===== src/rtl/mips_mem_pkg.sv =====
// Shared types and constants for the MEM-stage load/store unit.
package mips_mem_pkg;
  localparam int DATA_W = 32;

  localparam logic [1:0] SZ_BYTE = 2'b00;
  localparam logic [1:0] SZ_HALF = 2'b01;
  localparam logic [1:0] SZ_WORD = 2'b10;

  typedef enum logic [2:0] {IDLE, ACCESS, RMW_RD, RMW_WR, ERR} lsu_state_t;

  // Only the byte offset of the address is kept; the word index lives in mem_addr.
  typedef struct packed {
    logic              is_load;
    logic [1:0]        size;
    logic              sgn;
    logic [1:0]        addr_lo;
    logic [DATA_W-1:0] wdata;
  } lsu_req_t;
endpackage


===== src/rtl/load_store_unit_align.sv =====
// Byte-lane steering: load extract/extend and sub-word store merge (little-endian).
module lsu_lane_align
  import mips_mem_pkg::*;
(
  input  logic [DATA_W-1:0] i_word,
  input  logic [1:0]        i_addr_lo,
  input  logic [1:0]        i_size,
  input  logic              i_signed,
  input  logic [DATA_W-1:0] i_wdata,
  output logic [DATA_W-1:0] o_load,
  output logic [DATA_W-1:0] o_merged
);
  logic [7:0]  w_byte;
  logic [15:0] w_half;

  always_comb begin
    w_byte   = i_word[{i_addr_lo, 3'b000} +: 8];
    w_half   = i_addr_lo[1] ? i_word[31:16] : i_word[15:0];
    o_load   = i_word;
    o_merged = i_word;
    case (i_size)
      SZ_BYTE: begin
        o_load = {{24{i_signed & w_byte[7]}}, w_byte};
        o_merged[{i_addr_lo, 3'b000} +: 8] = i_wdata[7:0];
      end
      SZ_HALF: begin
        o_load = {{16{i_signed & w_half[15]}}, w_half};
        if (i_addr_lo[1]) o_merged[31:16] = i_wdata[15:0];
        else              o_merged[15:0]  = i_wdata[15:0];
      end
      default: ;
    endcase
  end
endmodule


===== src/rtl/load_store_unit.sv =====
// MEM-stage load/store engine: word-indexed memory access, sub-word stores as read-modify-write.
module load_store_unit
  import mips_mem_pkg::*;
#(
  parameter int DEPTH_WORDS = 64,
  parameter int IDX_W       = 6
) (
  input  logic              clk,
  input  logic              reset,
  input  logic              req_valid,
  output logic              req_ready,
  input  logic              req_is_load,
  input  logic [1:0]        req_size,
  input  logic              req_signed,
  input  logic [31:0]       req_addr,
  input  logic [31:0]       req_wdata,
  output logic              resp_valid,
  output logic              resp_err,
  output logic [31:0]       resp_rdata,
  output logic [IDX_W-1:0]  mem_addr,
  output logic              mem_rd,
  output logic              mem_wr,
  output logic [31:0]       mem_wdata,
  input  logic [31:0]       mem_rdata
);
  lsu_state_t        r_state;
  lsu_req_t          r_req;
  logic              r_resp_valid, r_resp_err;
  logic [31:0]       r_resp_rdata;
  logic [IDX_W-1:0]  r_mem_addr;
  logic              r_mem_rd, r_mem_wr;
  logic [31:0]       r_mem_wdata;

  logic              w_err;
  logic [31:0]       w_load, w_merged;

  always_comb begin
    w_err = (req_size == 2'b11)
         || (req_size == SZ_HALF && req_addr[0])
         || (req_size == SZ_WORD && req_addr[1:0] != 2'b00)
         || (req_addr >= 32'(4 * DEPTH_WORDS));
  end

  lsu_lane_align u_align (
    .i_word    (mem_rdata),
    .i_addr_lo (r_req.addr_lo),
    .i_size    (r_req.size),
    .i_signed  (r_req.sgn),
    .i_wdata   (r_req.wdata),
    .o_load    (w_load),
    .o_merged  (w_merged)
  );

  always_ff @(posedge clk) begin
    if (reset) begin
      r_state      <= IDLE;
      r_req        <= '0;
      r_resp_valid <= 1'b0;
      r_resp_err   <= 1'b0;
      r_resp_rdata <= '0;
      r_mem_addr   <= '0;
      r_mem_rd     <= 1'b0;
      r_mem_wr     <= 1'b0;
      r_mem_wdata  <= '0;
    end else begin
      r_resp_valid <= 1'b0;
      r_resp_err   <= 1'b0;
      r_resp_rdata <= '0;
      case (r_state)
        IDLE: if (req_valid) begin
          r_req <= '{is_load: req_is_load, size: req_size, sgn: req_signed,
                     addr_lo: req_addr[1:0], wdata: req_wdata};
          if (w_err) begin
            r_state <= ERR;
          end else if (req_is_load || req_size == SZ_WORD) begin
            r_state     <= ACCESS;
            r_mem_addr  <= req_addr[IDX_W+1:2];
            r_mem_rd    <= req_is_load;
            r_mem_wr    <= ~req_is_load;
            r_mem_wdata <= req_is_load ? '0 : req_wdata;
          end else begin
            r_state    <= RMW_RD;
            r_mem_addr <= req_addr[IDX_W+1:2];
            r_mem_rd   <= 1'b1;
          end
        end
        ACCESS: begin
          r_state      <= IDLE;
          r_resp_valid <= 1'b1;
          r_resp_rdata <= r_req.is_load ? w_load : '0;
          r_mem_addr   <= '0;
          r_mem_rd     <= 1'b0;
          r_mem_wr     <= 1'b0;
          r_mem_wdata  <= '0;
        end
        // Old word is merged here so the write cycle drives a registered wdata.
        RMW_RD: begin
          r_state     <= RMW_WR;
          r_mem_rd    <= 1'b0;
          r_mem_wr    <= 1'b1;
          r_mem_wdata <= w_merged;
        end
        RMW_WR: begin
          r_state      <= IDLE;
          r_resp_valid <= 1'b1;
          r_mem_addr   <= '0;
          r_mem_wr     <= 1'b0;
          r_mem_wdata  <= '0;
        end
        ERR: begin
          r_state      <= IDLE;
          r_resp_valid <= 1'b1;
          r_resp_err   <= 1'b1;
        end
        default: r_state <= IDLE;
      endcase
    end
  end

  // Gating with reset drops a write that is pending in the reset cycle.
  assign mem_rd     = r_mem_rd & ~reset;
  assign mem_wr     = r_mem_wr & ~reset;
  assign mem_addr   = r_mem_addr;
  assign mem_wdata  = r_mem_wdata;
  assign req_ready  = (r_state == IDLE);
  assign resp_valid = r_resp_valid;
  assign resp_err   = r_resp_err;
  assign resp_rdata = r_resp_rdata;
endmodule


===== config.mk =====
export PLATFORM = sky130hd
export DESIGN_NAME = load_store_unit
export DESIGN_NICKNAME = d
export VERILOG_FILES = /design/src/rtl/mips_mem_pkg.sv /design/src/rtl/load_store_unit_align.sv /design/src/rtl/load_store_unit.sv
export SDC_FILE = /design/constraint.sdc
export NUM_CORES = 1
export LEC_CHECK = 0
export ABC_AREA = 1
export CORE_MARGIN = 4
export CORE_UTILIZATION = 30
export CTS_BUF_LIST = sky130_fd_sc_hd__clkbuf_4 sky130_fd_sc_hd__clkbuf_8
export CTS_CLUSTER_DIAMETER = 60
export DETAILED_ROUTE_END_ITERATION = 7
export DONT_BUFFER_PORTS = 1
export HOLD_SLACK_MARGIN = 0.03
export SLEW_MARGIN = 20
export SYNTH_ARGS = -nofsm -noshare
export SYNTH_HDL_FRONTEND = slang
export SYNTH_SLANG_ARGS = --single-unit

===== constraint.sdc =====
create_clock -name clk -period 2.63 [get_ports clk]
set_input_delay 0.6575 -clock clk [delete_from_list [all_inputs] [get_ports clk]]
set_output_delay 0.6575 -clock clk [all_outputs]
set_load 0.05 [all_outputs]

Word level (Yosys, flattened, before mapping)
Index checks and enable logic that the tools add are counted.
{"block": "op_classes", "add_sub_neg": 1, "order_cmp": 1, "n_eq_ne": 11, "shift": 3, "muxes": 28, "n_bitwise": 8, "n_reduce_logical": 20}
{"operator": "2-to-1 mux 32 bit", "n": 4}
{"operator": "one-hot mux 32 bit (2 select lines)", "n": 2}
{"operator": "one-hot mux 32 bit (3 select lines)", "n": 1}
{"operator": "2-to-1 mux 16 bit", "n": 3}
{"operator": "bitwise mux 32 bit", "n": 1}
{"operator": ">= comparator 32 x 9 -> 1 bit, second input constant", "n": 1}
{"operator": "variable shift 8 x 7 -> 32 bit, first input constant", "n": 1}
{"operator": "indexed part select 32 x 6 -> 8 bit", "n": 1}
{"operator": "indexed part select 8 x 7 -> 32 bit", "n": 1}
{"operator": "2-to-1 mux 6 bit", "n": 2}
{"operator": "one-hot mux 6 bit (2 select lines)", "n": 1}
{"operator": "2-to-1 mux 1 bit", "n": 8}
{"operator": "negation 5 -> 7 bit", "n": 1}
{"operator": "equality test 3 x 2 -> 1 bit, second input constant", "n": 2}
{"operator": "2-to-1 mux 3 bit", "n": 2}
{"operator": "one-hot mux 3 bit (2 select lines)", "n": 1}
{"operator": "AND reduction 3 bit", "n": 2}
{"operator": "nonzero test 2 bit", "n": 3}
{"operator": "OR reduction 3 bit", "n": 2}
{"operator": "AND 1 bit", "n": 4}
{"operator": "equality test 2 x 1 -> 1 bit, second input constant", "n": 2}
{"operator": "equality test 2 bit, second input constant", "n": 2}
{"operator": "logical OR 1 bit", "n": 4}
{"operator": "!= test 2 bit, second input constant", "n": 2}
{"operator": "other kinds (14)", "n": 19}
{"block": "totals", "regBits": 99, "output_inout_bits": 75, "wordCells": 85}

Depth between registers and ports, before layout
{"block": "logic_depth", "word_depth": 8, "mapped_depth": 15}

By module
Synthesis repeated with hierarchy kept, for this count alone.
{"block": "unflattened", "hier_cells": 1182, "area_unflattened_um2": 7111.8}
{"module": "load_store_unit", "n_inst": 1, "cells_each": 738, "area_each_um2": 5018.6, "seq_area_each_um2": 2302.2}
{"module": "lsu_lane_align", "n_inst": 1, "cells_each": 444, "area_each_um2": 2093.3, "seq_area_each_um2": 0.0}

Least setup slack after synthesis
No wires, ideal clock.
{"block": "synth_timing", "path_type": "in2out", "start": "input port reset", "end": "output port mem_rd", "arrival_ns": 1.674, "required_ns": 1.972, "path_slack_ns": 0.298, "cell_stages": 3, "n_path_buf": 2, "path_cell_list": "clkbuf_1 > clkbuf_1 > nor2_1"}
{"block": "synth_via", "elab_chain_cells": 2}
{"item": "start, declared", "line": "load_store_unit.sv:9", "text": "input logic reset,"}
{"item": "NOT 1 bit", "line": "load_store_unit.sv:121", "text": "assign mem_rd = r_mem_rd & ~reset;"}
{"item": "AND 1 bit", "line": "load_store_unit.sv:121"}
{"item": "end, declared", "line": "load_store_unit.sv:21", "text": "output logic mem_rd,"}
Every way passes these cells.

Worst setup path after layout
{"block": "layout_timing", "start": "register r_state[2]", "end": "output port req_ready"}
{"block": "layout_via", "elab_chain_cells": 1}
{"item": "start, declared", "line": "load_store_unit.sv:26", "text": "lsu_state_t r_state;"}
{"item": "start signal, assigned", "line": "load_store_unit.sv:56", "text": "r_state <= IDLE;"}
{"item": "start signal, assigned", "line": "load_store_unit.sv:74", "text": "r_state <= ERR;"}
{"item": "start signal, assigned", "line": "load_store_unit.sv:76", "text": "r_state <= ACCESS;"}
{"item": "logical NOT 3 bit", "line": "load_store_unit.sv:125", "text": "assign req_ready = (r_state == IDLE);"}
{"item": "end, declared", "line": "load_store_unit.sv:11", "text": "output logic req_ready,"}
Every way passes these cells.

==> metrics.md <==
| Metric | Value |
|---|---|
| Row count | `53` |
| Area of the multi-input gates | `~0.0037 mm²` |
| Grt ovf | `0` |
| Top-area cell type share of the netlist area | `approximately 30%` |
| Hold/Removal Path Class | `in -> reg` |
| DIE AREA | `0.0242 mm²` |
| P_leak | `~3.2 nW` |
| Most used flip-flop cell after synthesis | `dfxtp_1` |
| Post-CTS repair timing setup buffer count | `0` |
| Placed Cells | `between 1,000 and 1,500` |
| Worst path arrival time | `between 1.5 and 2 ns` |
| Setup-failing EPs final | `0` |
| Max transition margin | `approximately 62%` |
| CP Data Required Time | `around 2.0 ns` |
| Die X | `~160 µm` |
| Worst-path fanout max | `11` |
| Crit path launch type | `flop` |
| H-tree depth | `3` |
| Vias in the first global route | `6,351` |
| Seq/Total Area, Yosys | `a little under a third` |
| VDD IR max | `0.228 mV` |
| Worst-path clk slew | `0.10 ns` |
| Yosys warns | `0` |
| CTS tree | `built` |
| Final Skew | `~0.0078 ns` |
| Max-slew violation count | `0` |
| ANT cells | `0` |
| Post-Route WL | `between 20 and 25 mm` |
| Via count | `6,855` |
| Async set-reset flop share out of synthesis | `0%` |
| Slew @ Worst Pin | `0.569 ns` |
| Final period utilization | `roughly 84%` |
| Vias per inst | `just under 5` |
| First-pass GRT wire length | `roughly 35 mm` |
| DP HPWL | `17.8 mm` |
| Post-DP Area | `0.00681 mm²` |
| Clock buffer depth | `2` |
| Storage cell area | `slightly below 0.002 mm²` |
| Die height | `156 µm` |
| Root Buffer | `clkbuf_8` |
| Clock Sinks | `99` |
| Crit Path Class | `reg -> out` |
| Mapped Cells | `roughly 1,200` |
| Ranking of synthesized cells by area | `dfxtp_1 (30%), nand2_1 (17%), nor2_1 (16%), inv_1 (8.3%), nand3_1 (6.1%)` |
| Initial DRC count | `589` |
| Final Hold Fails | `0` |
| CTS Hold Bufs | `0` |
| Buffers on Ports | `0` |
| Leading area contributor after synthesis | `dfxtp_1` |
| Post-layout minimum cycle time | `2.21 ns` |
| Initial Util | `a little under a third` |
| RSZ-0062 raised after global routing | `false` |
| Most common cell in the netlist | `nand2_1` |
| Mean area per synthesized cell | `between 5 and 6 µm²` |
| Commonest cells post-synth | `nand2_1 (299), nor2_1 (286), inv_1 (145), dfxtp_1 (99), nand3_1 (79)` |
| Drc violations | `0` |
| Largest net degree at the start of global routing | `around 70` |
| EDFF count, synth | `0` |
| Final GP Congestion | `0.915` |
| Power Density | `around 510 mW/mm²` |
| Layout cells sized above 1 | `5.14%` |
| NumNets Final | `approximately 1,200` |
| Max-cap violations | `0` |
| WL per Instance | `approximately 17 µm` |
| Fillers | `around 2,400` |
| Yosys reg bits | `a little under 100` |
| Post-synthesis net count | `1,261` |
| Resized Gates After CTS | `0` |
| Cell Area, Synth | `between 0.006 and 0.007 mm²` |
| CTS buffer count | `9` |
| Setup crit end kind | `output pin` |
| Routed Antenna Nets | `0` |
| Initial antenna violation count | `0` |
| Post-synth cell types | `30` |
| Area grow syn2layout | `7.37%` |
| Clk_lat worst skew | `0.38 ns` |
| Fmax | `453 MHz` |
| Total global-route track usage | `a little under a fifth` |
| Ports | `between 150 and 200` |
| Layout Cells excl Fill | `around 1,400` |
| Final Instance Area | `roughly 0.0070 mm²` |
| Core area | `about 0.021 mm²` |
| TNS Setup | `0 ns` |
| 1st-pass router iterations | `5` |
| Outcome | `finished clean` |
==> power by group <==
part | leakage (nW) | switching [W] | internal, W
combinational | 2.30 | 0.000507 | 0.000244
sequential | 0.806 | 0.000200 | 0.00156
clock | 0.104 | 0.000577 | 0.000483
==> layer usage <==
metal	share of wire (%)	up-vias	routed length, µm	track usage, %
met3	10	39	2320	6.49
met5	0	-	0	0
met2	48	262	11200	32.1
li1	-	3510	-	-
met1	39	3044	9020	22.1
met4	2.5	0	588	5.38
==> kinds of logic after synthesis <==
group                      share of synthesized area (%)
adders and majority gates                          0.957
and+or+nand+nor                                     44.9
buffers and inverters                               12.9
DFF                                                 30.3
AOI/OAI and AO/OA                                   10.9
==> path summary, 6_finish.rpt <==
kind / start / end / slack (ns) / cells past startpoint
worst max-delay path: r_state[2] / req_ready / 0.42 / 4
worst min-delay path: reset / resp_valid / 0.33 / 1
worst max register to register: r_state[2] / resp_rdata[30] / 0.60 / 6
worst min register to register: r_req[37] / r_req[37] / 0.48 / 2
==> sequential cells by signal (all words and copies together), names as in the netlist <==
name,cells
resp_err,1
resp_valid,1
r_state,3
r_mem_wr,1
mem_addr,6
mem_wdata,32
resp_rdata,32
r_mem_rd,1
r_req,22
==> metrics by stage <==
step,hold WS [ns],setup slack [ns],util (%),power (W)
4_1_cts,0.310,0.396,33.1,0.00361
5_1_grt,0.311,0.313,33.1,0.00379
3_3_place_gp,0.461,0.631,32.1,0.00253
2_1_floorplan,0.453,0.298,-,0.00236
3_5_place_dp,0.464,0.589,32.1,0.00254
6_report,0.330,0.422,33.1,0.00357
==> layout make-up <==
type                            instances  share of cell area (%)
Clock buffer                           11                    2.07
Clock inverter                          5                   0.856
Sequential cell                        99                    28.3
Tap cell                              275                    4.90
Inverter                              149                    8.01
Timing Repair Buffer                   25                    3.03
Multi-Input combinational cell        839                    52.9
==> placed cells by master (no fill, tap or decap), types with 2 or more instances in the layout <==
| master | n |
|---|---|
| nand3_2 | 2 |
| nand4_1 | 35 |
| inv_2 | 3 |
| nor2_2 | 4 |
| nand3_1 | 79 |
| a21oi_1 | 38 |
| and2_1 | 2 |
| inv_1 | 144 |
| o21ai_0 | 48 |
| nand2_1 | 299 |
| ha_1 | 5 |
| clkbuf_8 | 10 |
| o21ai_1 | 2 |
| nor2_1 | 285 |
| nor3_1 | 2 |
| o221ai_1 | 7 |
| o21a_1 | 16 |
| a211oi_1 | 8 |
| dfxtp_1 | 98 |
| inv_6 | 2 |
| buf_4 | 23 |
| buf_12 | 2 |
==> critical path: stages (launching register included) <==
cell,delay (ns)
dfxtp_1,0.39
nor2_2,0.24
nand2_1,0.14
inv_1,0.09
buf_4,0.28
(Power assumes the default switching activity.)
